## src/rtl/i2c_pkg.sv

```systemverilog
// Shared definitions for the I2C target receiver: FSM encoding, bus-level constants
// and the saturating bit-counter helper.
package i2c_pkg;

  typedef enum logic [2:0] {
    ST_IDLE     = 3'd0,
    ST_ADDR     = 3'd1,
    ST_ACK_ADDR = 3'd2,
    ST_DATA     = 3'd3,
    ST_ACK_DATA = 3'd4,
    ST_IGNORE   = 3'd5
  } i2c_state_e;

  localparam logic       I2C_ACK  = 1'b0;
  localparam logic       I2C_NACK = 1'b1;
  localparam logic       RW_WRITE = 1'b0;
  localparam logic [3:0] BIT_LAST = 4'd7;
  localparam logic [3:0] BIT_SAT  = 4'd8;

  // The counter parks at 8 so a stray extra SCL pulse can never wrap it back to 0.
  function automatic logic [3:0] bit_cnt_inc(input logic [3:0] cnt);
    logic [3:0] nxt;
    if (cnt >= BIT_SAT) begin
      nxt = BIT_SAT;
    end else begin
      nxt = cnt + 4'd1;
    end
    return nxt;
  endfunction

endpackage

```

## src/rtl/i2c_target_rx_if.sv

```systemverilog
// Pin-side and byte-sink signals of the I2C target receiver.
interface i2c_target_rx_if;
  logic       scl_i;
  logic       sda_i;
  logic       sda_oe;
  logic [7:0] rx_data;
  logic       rx_valid;
  logic       rx_first;
  logic       addr_hit;
  logic       stop_det;
  logic       busy;

  modport slave (
    input  scl_i, sda_i,
    output sda_oe, rx_data, rx_valid, rx_first, addr_hit, stop_det, busy
  );

  modport master (
    output scl_i, sda_i,
    input  sda_oe, rx_data, rx_valid, rx_first, addr_hit, stop_det, busy
  );
endinterface

```

## src/rtl/i2c_sync_edge.sv

```systemverilog
// Synchronises one asynchronous I2C line and emits registered rise/fall pulses
// aligned with the delayed level.
module i2c_sync_edge #(
  parameter int SYNC_STAGES = 2
) (
  input  logic clk,
  input  logic rst,
  input  logic i_pin,
  output logic o_level,
  output logic o_rise,
  output logic o_fall
);

  logic [SYNC_STAGES-1:0] r_sync;
  logic                   r_level;
  logic                   r_rise;
  logic                   r_fall;

  // Synchroniser chain plus edge detect; idle bus level is high, so reset to 1.
  always_ff @(posedge clk or posedge rst) begin
    if (rst) begin
      r_sync  <= {SYNC_STAGES{1'b1}};
      r_level <= 1'b1;
      r_rise  <= 1'b0;
      r_fall  <= 1'b0;
    end else begin
      r_sync  <= {r_sync[SYNC_STAGES-2:0], i_pin};
      r_level <= r_sync[SYNC_STAGES-1];
      r_rise  <= r_sync[SYNC_STAGES-1] & ~r_level;
      r_fall  <= ~r_sync[SYNC_STAGES-1] & r_level;
    end
  end

  assign o_level = r_level;
  assign o_rise  = r_rise;
  assign o_fall  = r_fall;

endmodule

```

## src/rtl/i2c_target_rx.sv

```systemverilog
// I2C target receiver: START/STOP detection, 7-bit address match, ACK generation and
// delivery of written bytes; read requests are left unacknowledged.
module i2c_target_rx
  import i2c_pkg::*;
#(
  parameter logic [6:0] DEV_ADDR    = 7'h50,
  parameter int         SYNC_STAGES = 2
) (
  input  logic           clk,
  input  logic           rst,
  i2c_target_rx_if.slave bus
);

  logic       w_scl, w_scl_rise, w_scl_fall;
  logic       w_sda, w_sda_rise, w_sda_fall;
  logic       w_start, w_stop, w_last_bit, w_addr_ok;
  logic [7:0] w_byte;

  i2c_state_e r_state, w_state_nxt;
  logic [6:0] r_shift, w_shift_nxt;
  logic [3:0] r_cnt, w_cnt_nxt;
  logic       r_first_flag, w_first_nxt;
  logic       r_sda_oe, w_oe_nxt;
  logic       r_busy, w_busy_nxt;
  logic [7:0] r_rx_data, w_data_nxt;
  logic       r_rx_valid, w_valid_nxt;
  logic       r_rx_first, w_rxfirst_nxt;
  logic       r_addr_hit, w_hit_nxt;
  logic       r_stop_det, w_stopdet_nxt;

  i2c_sync_edge #(.SYNC_STAGES(SYNC_STAGES)) u_scl (
    .clk(clk), .rst(rst), .i_pin(bus.scl_i),
    .o_level(w_scl), .o_rise(w_scl_rise), .o_fall(w_scl_fall)
  );

  i2c_sync_edge #(.SYNC_STAGES(SYNC_STAGES)) u_sda (
    .clk(clk), .rst(rst), .i_pin(bus.sda_i),
    .o_level(w_sda), .o_rise(w_sda_rise), .o_fall(w_sda_fall)
  );

  assign w_start    = w_sda_fall & w_scl;
  assign w_stop     = w_sda_rise & w_scl;
  assign w_byte     = {r_shift, w_sda};
  assign w_last_bit = w_scl_rise && (r_cnt == BIT_LAST);
  assign w_addr_ok  = (w_byte[7:1] == DEV_ADDR) && (w_byte[0] == RW_WRITE);

  // FSM state register.
  always_ff @(posedge clk or posedge rst) begin
    if (rst) begin
      r_state <= ST_IDLE;
    end else begin
      r_state <= w_state_nxt;
    end
  end

  // Next-state logic; bus conditions override any coincident SCL edge.
  always_comb begin
    w_state_nxt = r_state;
    if (w_start) begin
      w_state_nxt = ST_ADDR;
    end else if (w_stop) begin
      w_state_nxt = ST_IDLE;
    end else begin
      case (r_state)
        ST_ADDR: begin
          if (w_last_bit) begin
            w_state_nxt = w_addr_ok ? ST_ACK_ADDR : ST_IGNORE;
          end else begin
            w_state_nxt = ST_ADDR;
          end
        end
        ST_ACK_ADDR, ST_ACK_DATA: begin
          // sda_oe doubles as the "ACK already driven" sub-phase marker.
          if (w_scl_fall && r_sda_oe) begin
            w_state_nxt = ST_DATA;
          end else begin
            w_state_nxt = r_state;
          end
        end
        ST_DATA: begin
          if (w_last_bit) begin
            w_state_nxt = ST_ACK_DATA;
          end else begin
            w_state_nxt = ST_DATA;
          end
        end
        default: w_state_nxt = r_state;
      endcase
    end
  end

  // Next values for the datapath and the registered outputs.
  always_comb begin
    w_oe_nxt      = r_sda_oe;
    w_busy_nxt    = r_busy;
    w_cnt_nxt     = r_cnt;
    w_shift_nxt   = r_shift;
    w_first_nxt   = r_first_flag;
    w_data_nxt    = r_rx_data;
    w_valid_nxt   = 1'b0;
    w_rxfirst_nxt = 1'b0;
    w_hit_nxt     = 1'b0;
    w_stopdet_nxt = 1'b0;
    if (w_start || w_stop) begin
      w_oe_nxt      = 1'b0;
      w_busy_nxt    = 1'b0;
      w_cnt_nxt     = 4'd0;
      w_stopdet_nxt = w_stop & ~w_start;
    end else begin
      case (r_state)
        ST_ADDR, ST_DATA: begin
          if (w_scl_rise) begin
            w_shift_nxt = w_byte[6:0];
            w_cnt_nxt   = bit_cnt_inc(r_cnt);
          end else begin
            w_shift_nxt = r_shift;
          end
          if (w_last_bit && (r_state == ST_ADDR)) begin
            w_hit_nxt  = w_addr_ok;
            w_busy_nxt = w_addr_ok;
          end else if (w_last_bit) begin
            w_data_nxt    = w_byte;
            w_valid_nxt   = 1'b1;
            w_rxfirst_nxt = r_first_flag;
            w_first_nxt   = 1'b0;
          end else begin
            w_hit_nxt = 1'b0;
          end
        end
        ST_ACK_ADDR, ST_ACK_DATA: begin
          if (w_scl_fall && !r_sda_oe) begin
            w_oe_nxt = 1'b1;
          end else if (w_scl_fall) begin
            w_oe_nxt    = 1'b0;
            w_cnt_nxt   = 4'd0;
            w_first_nxt = (r_state == ST_ACK_ADDR) ? 1'b1 : r_first_flag;
          end else begin
            w_oe_nxt = r_sda_oe;
          end
        end
        default: w_oe_nxt = 1'b0;
      endcase
    end
  end

  // Datapath and output registers.
  always_ff @(posedge clk or posedge rst) begin
    if (rst) begin
      r_shift      <= 7'd0;
      r_cnt        <= 4'd0;
      r_first_flag <= 1'b0;
      r_sda_oe     <= 1'b0;
      r_busy       <= 1'b0;
      r_rx_data    <= 8'h00;
      r_rx_valid   <= 1'b0;
      r_rx_first   <= 1'b0;
      r_addr_hit   <= 1'b0;
      r_stop_det   <= 1'b0;
    end else begin
      r_shift      <= w_shift_nxt;
      r_cnt        <= w_cnt_nxt;
      r_first_flag <= w_first_nxt;
      r_sda_oe     <= w_oe_nxt;
      r_busy       <= w_busy_nxt;
      r_rx_data    <= w_data_nxt;
      r_rx_valid   <= w_valid_nxt;
      r_rx_first   <= w_rxfirst_nxt;
      r_addr_hit   <= w_hit_nxt;
      r_stop_det   <= w_stopdet_nxt;
    end
  end

  assign bus.sda_oe   = r_sda_oe;
  assign bus.busy     = r_busy;
  assign bus.rx_data  = r_rx_data;
  assign bus.rx_valid = r_rx_valid;
  assign bus.rx_first = r_rx_first;
  assign bus.addr_hit = r_addr_hit;
  assign bus.stop_det = r_stop_det;

endmodule

```

## src/flat_wrapper.sv

```systemverilog
// flat-port wrapper written by rule: the top's interface ports become plain ports
module i2c_target_rx_flat import i2c_pkg::*;
#(
  parameter logic [6:0] DEV_ADDR    = 7'h50,
  parameter int         SYNC_STAGES = 2
)
  (clk, rst, bus_scl_i, bus_sda_i, bus_sda_oe, bus_rx_data, bus_rx_valid, bus_rx_first, bus_addr_hit, bus_stop_det, bus_busy);
  i2c_target_rx_if bus_i ();
  input  logic clk;
  input  logic rst;
  input wire logic [$bits(bus_i.scl_i)-1:0] bus_scl_i;
  input wire logic [$bits(bus_i.sda_i)-1:0] bus_sda_i;
  output wire logic [$bits(bus_i.sda_oe)-1:0] bus_sda_oe;
  output wire logic [$bits(bus_i.rx_data)-1:0] bus_rx_data;
  output wire logic [$bits(bus_i.rx_valid)-1:0] bus_rx_valid;
  output wire logic [$bits(bus_i.rx_first)-1:0] bus_rx_first;
  output wire logic [$bits(bus_i.addr_hit)-1:0] bus_addr_hit;
  output wire logic [$bits(bus_i.stop_det)-1:0] bus_stop_det;
  output wire logic [$bits(bus_i.busy)-1:0] bus_busy;
  assign bus_i.scl_i = bus_scl_i;
  assign bus_i.sda_i = bus_sda_i;
  assign bus_sda_oe = bus_i.sda_oe;
  assign bus_rx_data = bus_i.rx_data;
  assign bus_rx_valid = bus_i.rx_valid;
  assign bus_rx_first = bus_i.rx_first;
  assign bus_addr_hit = bus_i.addr_hit;
  assign bus_stop_det = bus_i.stop_det;
  assign bus_busy = bus_i.busy;
  i2c_target_rx #(.DEV_ADDR(DEV_ADDR), .SYNC_STAGES(SYNC_STAGES)) u_core (.clk(clk), .rst(rst), .bus(bus_i));
endmodule
```

## config.mk

```make
export PLATFORM = sky130hd
export DESIGN_NAME = i2c_target_rx_flat
export DESIGN_NICKNAME = d
export VERILOG_FILES = /design/src/rtl/i2c_pkg.sv /design/src/rtl/i2c_target_rx_if.sv /design/src/rtl/i2c_sync_edge.sv /design/src/rtl/i2c_target_rx.sv /design/src/flat_wrapper.sv
export SDC_FILE = /design/constraint.sdc
export NUM_CORES = 1
export LEC_CHECK = 0
export CORE_MARGIN = 1
export CORE_UTILIZATION = 28
export DETAILED_ROUTE_END_ITERATION = 16
export GPL_TIMING_DRIVEN = 0
export SLEW_MARGIN = 15
export SYNTH_ARGS = -nofsm -noshare
export SYNTH_HDL_FRONTEND = slang
export SYNTH_HIERARCHICAL = 1
export SYNTH_SLANG_ARGS = --single-unit
```

## constraint.sdc

```tcl
create_clock -name clk -period 2.7 [get_ports clk]
set_input_delay 0.405 -clock clk [delete_from_list [all_inputs] [get_ports clk]]
set_output_delay 0.405 -clock clk [all_outputs]
set_load 0.03 [all_outputs]
```

==> reports/metrics.csv, run 1 <==
stage,metric,value,unit
sta,setup TNS,0,ns
worst_setup_path,CP max FO,10,
clock_tree,CTS tree,yes,
sta,relative slew slack,60.29,%
synth,synthesized flop and latch total,39,
worst_setup_path,CP Class,reg -> reg,
synth,mapped cell area,1744,µm²
placement,DP Cell Count,226,
clock_tree,clk root buf,clkbuf_8,
global_route,vias in the first global route,1100,
worst_setup_path,critical path's slowest cell,or4b_4,
worst_setup_path,crit path DAT,2.11,ns
worst_setup_path,Worst Path Required,2.87,ns
power_and_ir_drop,NetSw,323.0,µW
worst_setup_path,crit path buf inv count,1,
route,DRT Wirelength,3044,µm
run,Max Cap Viol,0,
worst_setup_path,crit path launch type,register,
clock_tree,CTS Buf Count,5,
route,final routed DRC violation total,0,
final_layout,Nets,164,
run_status,status,"finished, final reports clean",
sta,transition time of the tightest slew-check pin,0.5914,ns
die,initial core utilization,29.29,%
power_and_ir_drop,Logic pwr share,10.4,%
sta,RSZ-0062 raised after global routing,no,
die,IO Count,18,
synth,syn_nets,140,
sta,Tmin final,1.941,ns
global_route,largest net degree at the start of global routing,30,
min_path,Hold WC Path Type,reg -> reg,
power_and_ir_drop,PD cells,625.2,nW/µm²
synth,sequential fraction of the synthesis area,56.38,%
min_path,hold depth,0,
final_layout,Fillers,606,
final_layout,layout cells sized above 1,27.67,%
route,Pre-Repair DR Iteration Count,4,
synth,Post-Syn Instances,134,
power_and_ir_drop,Int Power,1003,µW
worst_setup_path,"slowest stage delay, CP",0.52,ns
final_layout,final non-filler cell total,234,
clock_tree,worst skew pair latency,0.28,ns
global_route,global-route usage over all layers,10.90,%
clock_tree,CTS Buffer Depth,2,
sta,fin. max-slew vios,0,
power_and_ir_drop,Seq pwr share,53.6,%
synth,post-synth cell types,43,
synth,synth warn,6,
sta,highest clock rate,515.3,MHz
route,number of vias per cell,4.675,
placement,hpwl dp,2149,µm
sta,Final Hold Vio Count,0,
global_route,grt ovf,0,
sta,final setup vio count,0,
power_and_ir_drop,Max IR drop VDD,0.0003245,V
clock_tree,Post-CTS Hold Buffers,0,
sta,Final Skew,0.007675,ns
die,DIE HEIGHT,80.93,µm
synth,Synth async-reset ratio,100.0,%
synth,top_reg_cell synth,dfrtp_1,
die,DIE AREA,6549,µm²
worst_setup_path,crit path cell chain,ha_1 -> nand4b_4 -> or4b_4 -> buf_6 -> mux2_4,
clock_tree,clock sinks,39,
worst_setup_path,Worst setup EP type,register,
global_route,global-route wire length before repair,5388,µm
route,Avg WL per Cell,13.01,µm
die,Core Footprint,5956,µm²
worst_setup_path,Levels on crit path,5,
synth,number of flops mapped to enable cells by yosys,0,
clock_tree,Post-CTS Resized,0,
route,via count,1094,
power_and_ir_drop,switching share of power,24.36,%
worst_setup_path,kind of cell adding the most delay to the critical path,simple AND/OR/NAND/NOR gates,
route,1st-iter DRT viols,73,
die,die width,80.93,µm
clock_tree,Clock Pin Slew Worst Setup and Hold Paths,0.08,ns
placement,RePlAce Congestion,0.7445,
worst_setup_path,depth of the worst register-to-register path,5,
final_layout,Area Overhead vs Synth,21.59,%
synth,syn_area_per_cell,13.02,µm²
clock_tree,H-tree Lvls,2,
clock_tree,# Post-CTS Setup Buffers,0,
route,Post-DRT Antenna Nets,0,
die,FP Rows,28,
placement,I/O Buffers,17,
final_layout,diode count,0,
power_and_ir_drop,Clock power frac,35.9,%
power_and_ir_drop,Leak Pwr,0.0009280,µW
global_route,initial antenna violation count,0,
sta,final period utilization,71.88,%
[state kept, by name (all words and copies together), names as in the netlist]
signal / flops
u_core/u_sda/o_fall: 1
u_core/r_shift: 7
u_core/u_scl/o_rise: 1
u_core/u_sda/o_level: 1
u_core/r_cnt: 4
u_core/bus.addr_hit: 1
u_core/r_first_flag: 1
u_core/u_sda/r_sync: 2
u_core/u_scl/o_level: 1
u_core/u_scl/r_sync: 2
u_core/bus.sda_oe: 1
u_core/bus.busy: 1
u_core/bus.stop_det: 1
u_core/bus.rx_first: 1
u_core/bus.rx_data: 8
u_core/u_scl/o_fall: 1
u_core/r_state: 3
u_core/u_sda/o_rise: 1
u_core/bus.rx_valid: 1
[worst paths after layout]
| path | from | endpoint | slack, ns |
|---|---|---|---|
| max | u_core/r_cnt[0] | u_core/bus.rx_data[1] | 0.76 |
| min | u_core/u_sda/r_sync[0] | u_core/u_sda/r_sync[1] | 0.36 |
| max reg2reg | u_core/r_cnt[0] | u_core/bus.rx_data[1] | 0.76 |
| min reg2reg | u_core/u_sda/r_sync[0] | u_core/u_sda/r_sync[1] | 0.36 |
| max in group asynchronous | rst | u_core/bus.busy | 1.74 |
| min in group asynchronous | rst | u_core/u_sda/o_rise | 0.39 |
[per-layer routing]
metal  up-vias  wire (µm)  track usage [%]  part of all wire [%]
met4         0         11            2.679                  0.36
met1       538       1515            15.34                    50
li1        533          -                -                     -
met5         -          0                0                     0
met2        21       1390            16.13                    46
met3         2        127            3.483                   4.2
[kinds of logic (layout without fill, tap and decap cells)]
group | Yosys count | in the layout | share of synthesized area (%)
AO/OA/AOI/OAI | 27 | 27 | 10.76
XOR/XNOR | 1 | 1 | 0.5022
adder cells (fa/ha/maj) | 2 | 2 | 1.434
buffers and inverters | 13 | 38 | 3.443
flip-flops | 39 | 39 | 56.38
multiplexers | 16 | 16 | 11.76
AND/OR/NAND/NOR | 36 | 36 | 15.71
[through the flow]
stage | hold WS (ns) | power [µW] | util (%) | instance area, µm² | setup WS, ns
final | 0.3583 | 1326 | 35.61 | 2121 | 0.7592
after global routing | 0.3667 | 1404 | 35.61 | 2121 | 0.6843
after global placement | 0.3466 | 858.5 | 33.72 | 2008 | 0.7816
after CTS | 0.3608 | 1345 | 35.61 | 2121 | 0.7517
after floorplan | 0.1813 | 818.7 | - | 1744 | 0.9058
after detailed placement | 0.3479 | 863.2 | 33.72 | 2008 | 0.7647
[cell type report]
class                   count  area, µm²  area share [%]
clock inverters             3      43.79           2.065
multi-input cells          82      700.7           33.04
inverters                   8      30.03           1.416
plain buffers               5      30.03           1.416
flip-flops and latches     39      983.4           46.37
repair buffers             17      170.2           8.024
clock buffers               5      68.82           3.245
well taps                  75      93.84           4.425
[worst reg2reg max path, stage by stage, from the launching register on]
cell      delay (ns)
dfrtp_1         0.41
ha_1            0.27
nand4b_4        0.15
or4b_4          0.52
buf_6           0.18
mux2_4          0.30
[power by group through the flow]
stage	registers [µW]	clock network (µW)	logic (µW)
2_1_floorplan	705	0	113
3_3_place_gp	722	0	137
3_5_place_dp	724	0	139
4_1_cts	713	492	140
5_1_grt	724	526	155
6_report	711	477	138
[layout by cell type, fill, tap and decap left out, types with 2 or more instances in the layout]
master and n:
dfstp_2 6, mux2_4 7, and2b_2 2, nor2_1 5, clkdlybuf4s50_1 17, or4_4 2, clkbuf_8 5, o21ai_0 4
nand2_1 4, nand3b_1 3, dfrtp_1 33, ha_1 2, o31ai_1 2, buf_2 3, or4b_2 2, inv_1 7
nor2b_1 4, a31oi_1 3, a21oi_1 4, mux2_2 8, o211ai_1 6, nand2b_1 3
[Yosys cell counts, types with 2 or more instances]
cell type  number  area (µm²)
nor2b_1         4       25.02
o211ai_1        6       45.04
buf_2           3       15.01
dfstp_2         6       157.7
or4b_2          2       20.02
nor2_1          5       18.77
o21ai_0         4       20.02
nand2b_1        3       18.77
o31ai_1         2       15.01
mux2_2          8       90.09
a21oi_1         4       20.02
nand3b_1        3       22.52
nand2_1         4       15.01
a31oi_1         3       18.77
and2b_2         2       17.52
mux2_4          7       105.1
or4_4           2       22.52
ha_1            2       25.02
dfrtp_1        33       825.8
inv_1           8       30.03
Note: power is estimated with default switching activity, not from simulation.
==> inputs of run 2 (changes only) <==
==> constraint.sdc (replaced) <==
create_clock -name clk -period 1.87 [get_ports clk]
set_input_delay 0.2805 -clock clk [delete_from_list [all_inputs] [get_ports clk]]
set_output_delay 0.2805 -clock clk [all_outputs]
set_load 0.03 [all_outputs]
==> reports/metrics.csv, run 2 (synthesized netlist as in run 1, its figures left out) <==
stage,metric,value,unit,change
run_status,status,"finished, final reports clean",,
global_route,vias in the first global route,1113,,+1.2%
worst_setup_path,crit path launch type,register,,
die,die width,80.93,µm,unchanged
sta,fin. max-slew vios,0,,unchanged
power_and_ir_drop,PD cells,897.3,nW/µm²,+44%
sta,final period utilization,97.02,%,+25 points
placement,RePlAce Congestion,0.7445,,unchanged
die,FP Rows,28,,unchanged
global_route,largest net degree at the start of global routing,30,,unchanged
final_layout,Nets,165,,+0.61%
clock_tree,CTS tree,yes,,
final_layout,register area,984.7,µm²,+0.13%
global_route,grt ovf,0,,unchanged
die,DIE HEIGHT,80.93,µm,unchanged
final_layout,Fillers,604,,-0.33%
global_route,global-route usage over all layers,10.97,%,+0.072 points
sta,Tmin final,1.814,ns,-0.1265 ns
min_path,Hold WC Path Type,in -> async,,
die,initial core utilization,29.29,%,unchanged
placement,placed cell area,2008,µm²,unchanged
sta,Final Skew,0.005254,ns,-0.002421 ns
run,Max Cap Viol,0,,unchanged
sta,Worst Slack Setup Final,0.05576,ns,-0.7035 ns
final_layout,diode count,0,,unchanged
placement,I/O Buffers,17,,unchanged
sta,Final Hold Vio Count,0,,unchanged
route,Avg WL per Cell,12.98,µm,-0.20%
final_layout,most frequent cells in the layout,"32 x dfrtp_1, 17 x clkdlybuf4s50_1, 8 x mux2_2",,
worst_setup_path,crit path DAT,1.98,ns,-0.13 ns
worst_setup_path,CP Class,reg -> reg,,
global_route,global-route wire length before repair,5444,µm,+1.0%
sta,transition time of the tightest slew-check pin,0.5997,ns,+0.008261 ns
clock_tree,clock sinks,39,,unchanged
final_layout,Area Overhead vs Synth,22.81,%,
route,final routed DRC violation total,0,,unchanged
clock_tree,clk root buf,clkbuf_8,,
worst_setup_path,Worst setup EP type,register,,
clock_tree,CTS Buf Count,5,,unchanged
route,via count,1096,,+0.18%
final_layout,"most common cell after layout, fill and taps aside",dfrtp_1,,
route,number of vias per cell,4.664,,-0.24%
global_route,initial antenna violation count,0,,unchanged
placement,Post-Place Worst Slack,-0.06532,ns,-0.8300 ns
sta,final hold slack,0.2608,ns,-0.09756 ns
clock_tree,Clock Pin Slew Worst Setup and Hold Paths,0.08,ns,about the same
final_layout,design area,2142,µm²,+1.0%
final_layout,footprint of the multi-input gates,713.2,µm²,+1.8%
die,IO Count,18,,unchanged
worst_setup_path,"slowest stage delay, CP",0.52,ns,about the same
route,Pre-Repair DR Iteration Count,4,,unchanged
route,Post-DRT Antenna Nets,0,,unchanged
worst_setup_path,reg2reg start,u_core/r_cnt[0],,
sta,setup TNS,0,ns,unchanged
worst_setup_path,critical path's slowest cell,or4b_4,,
final_layout,layout cells sized above 1,29.38,%,+1.7 points
worst_setup_path,CP max FO,10,,unchanged
power_and_ir_drop,Leak Pwr,0.0009296,µW,+0.17%
placement,hpwl dp,2149,µm,unchanged
power_and_ir_drop,Max IR drop VDD,0.0004685,V,+44%
worst_setup_path,crit path buf inv count,1,,unchanged
clock_tree,CTS Buffer Depth,2,,unchanged
worst_setup_path,kind of cell adding the most delay to the critical path,simple AND/OR/NAND/NOR gates,,
worst_setup_path,crit path from,u_core/r_cnt[0],,
worst_setup_path,Worst Path Required,2.04,ns,-0.83 ns
clock_tree,worst skew pair latency,0.28,ns,about the same
sta,relative slew slack,59.73,%,-0.55 points
route,1st-iter DRT viols,75,,+2.7%
route,DRT Wirelength,3051,µm,+0.23%
worst_setup_path,crit path cell chain,ha_4 -> nand4b_4 -> or4b_4 -> buf_6 -> mux2_4,,
sta,highest clock rate,551.2,MHz,+7.0%
die,Core Footprint,5956,µm²,unchanged
clock_tree,H-tree Lvls,2,,unchanged
sta,final setup vio count,0,,unchanged
final_layout,max reg flops,8,,unchanged
sta,RSZ-0062 raised after global routing,no,,
die,DIE AREA,6549,µm²,unchanged
run 2: cell count changes in the layout (fill, tap and decap cells not counted):
cell	previous run	this run
dfrtp_1	33	32
dfrtp_2	0	1
ha_1	2	1
buf_4	0	1
ha_4	0	1
run 2: where the power goes:
group          switching, µW  total, µW  internal [µW]  leakage [µW]
sequential              89.1       1030            940      0.000502
combinational           90.9        209            118      0.000369
clock                    288        685            397     0.0000581
total                    468       1920           1450      0.000930
run 2: final timing paths:
kind / to / slack [ns] / cells after the start
max: u_core/bus.rx_data[1] / 0.06 / 5
min: u_core/u_sda/o_rise / 0.26 / 2
max reg2reg: u_core/bus.rx_data[1] / 0.06 / 5
min reg2reg: u_core/u_sda/r_sync[1] / 0.36 / 0
max in group asynchronous: u_core/r_cnt[1] / 1.01 / 2
min in group clk: u_core/u_sda/r_sync[1] / 0.36 / 0
run 2: cell type report:
class / count / share of cell area [%]
clock inverter: 3 / 2.044
multi-input combinational: 82 / 33.29
clock buffer: 5 / 3.213
sequential: 39 / 45.97
inverter: 8 / 1.402
buffer: 5 / 1.402
tap: 75 / 4.381
timing repair buffer: 18 / 8.294
run 2: what timing repair did:
action                     4_1_cts  5_1_grt
resized for setup                2        1
buffers inserted                 1        0
hold buffers                     0        0
setup endpoints to repair        7        7
run 2: metrics by stage:
| stage | std cells | power (µW) | util (%) |
|---|---|---|---|
| after floorplan | 134 | 1182 | - |
| after global placement | 226 | 1240 | 33.72 |
| after detailed placement | 226 | 1246 | 33.72 |
| after CTS | 235 | 1952 | 35.95 |
| after global routing | 235 | 2037 | 35.97 |
| final | 235 | 1922 | 35.97 |
run 2: layer usage:
metal  track usage, %  vias to the layer above  share of wire [%]
met3            3.483                        2                4.1
met5                0                        -                  0
met4            2.679                        0               0.36
met1            15.41                      541                 50
li1                 -                      534                  -
met2            16.30                       19                 46
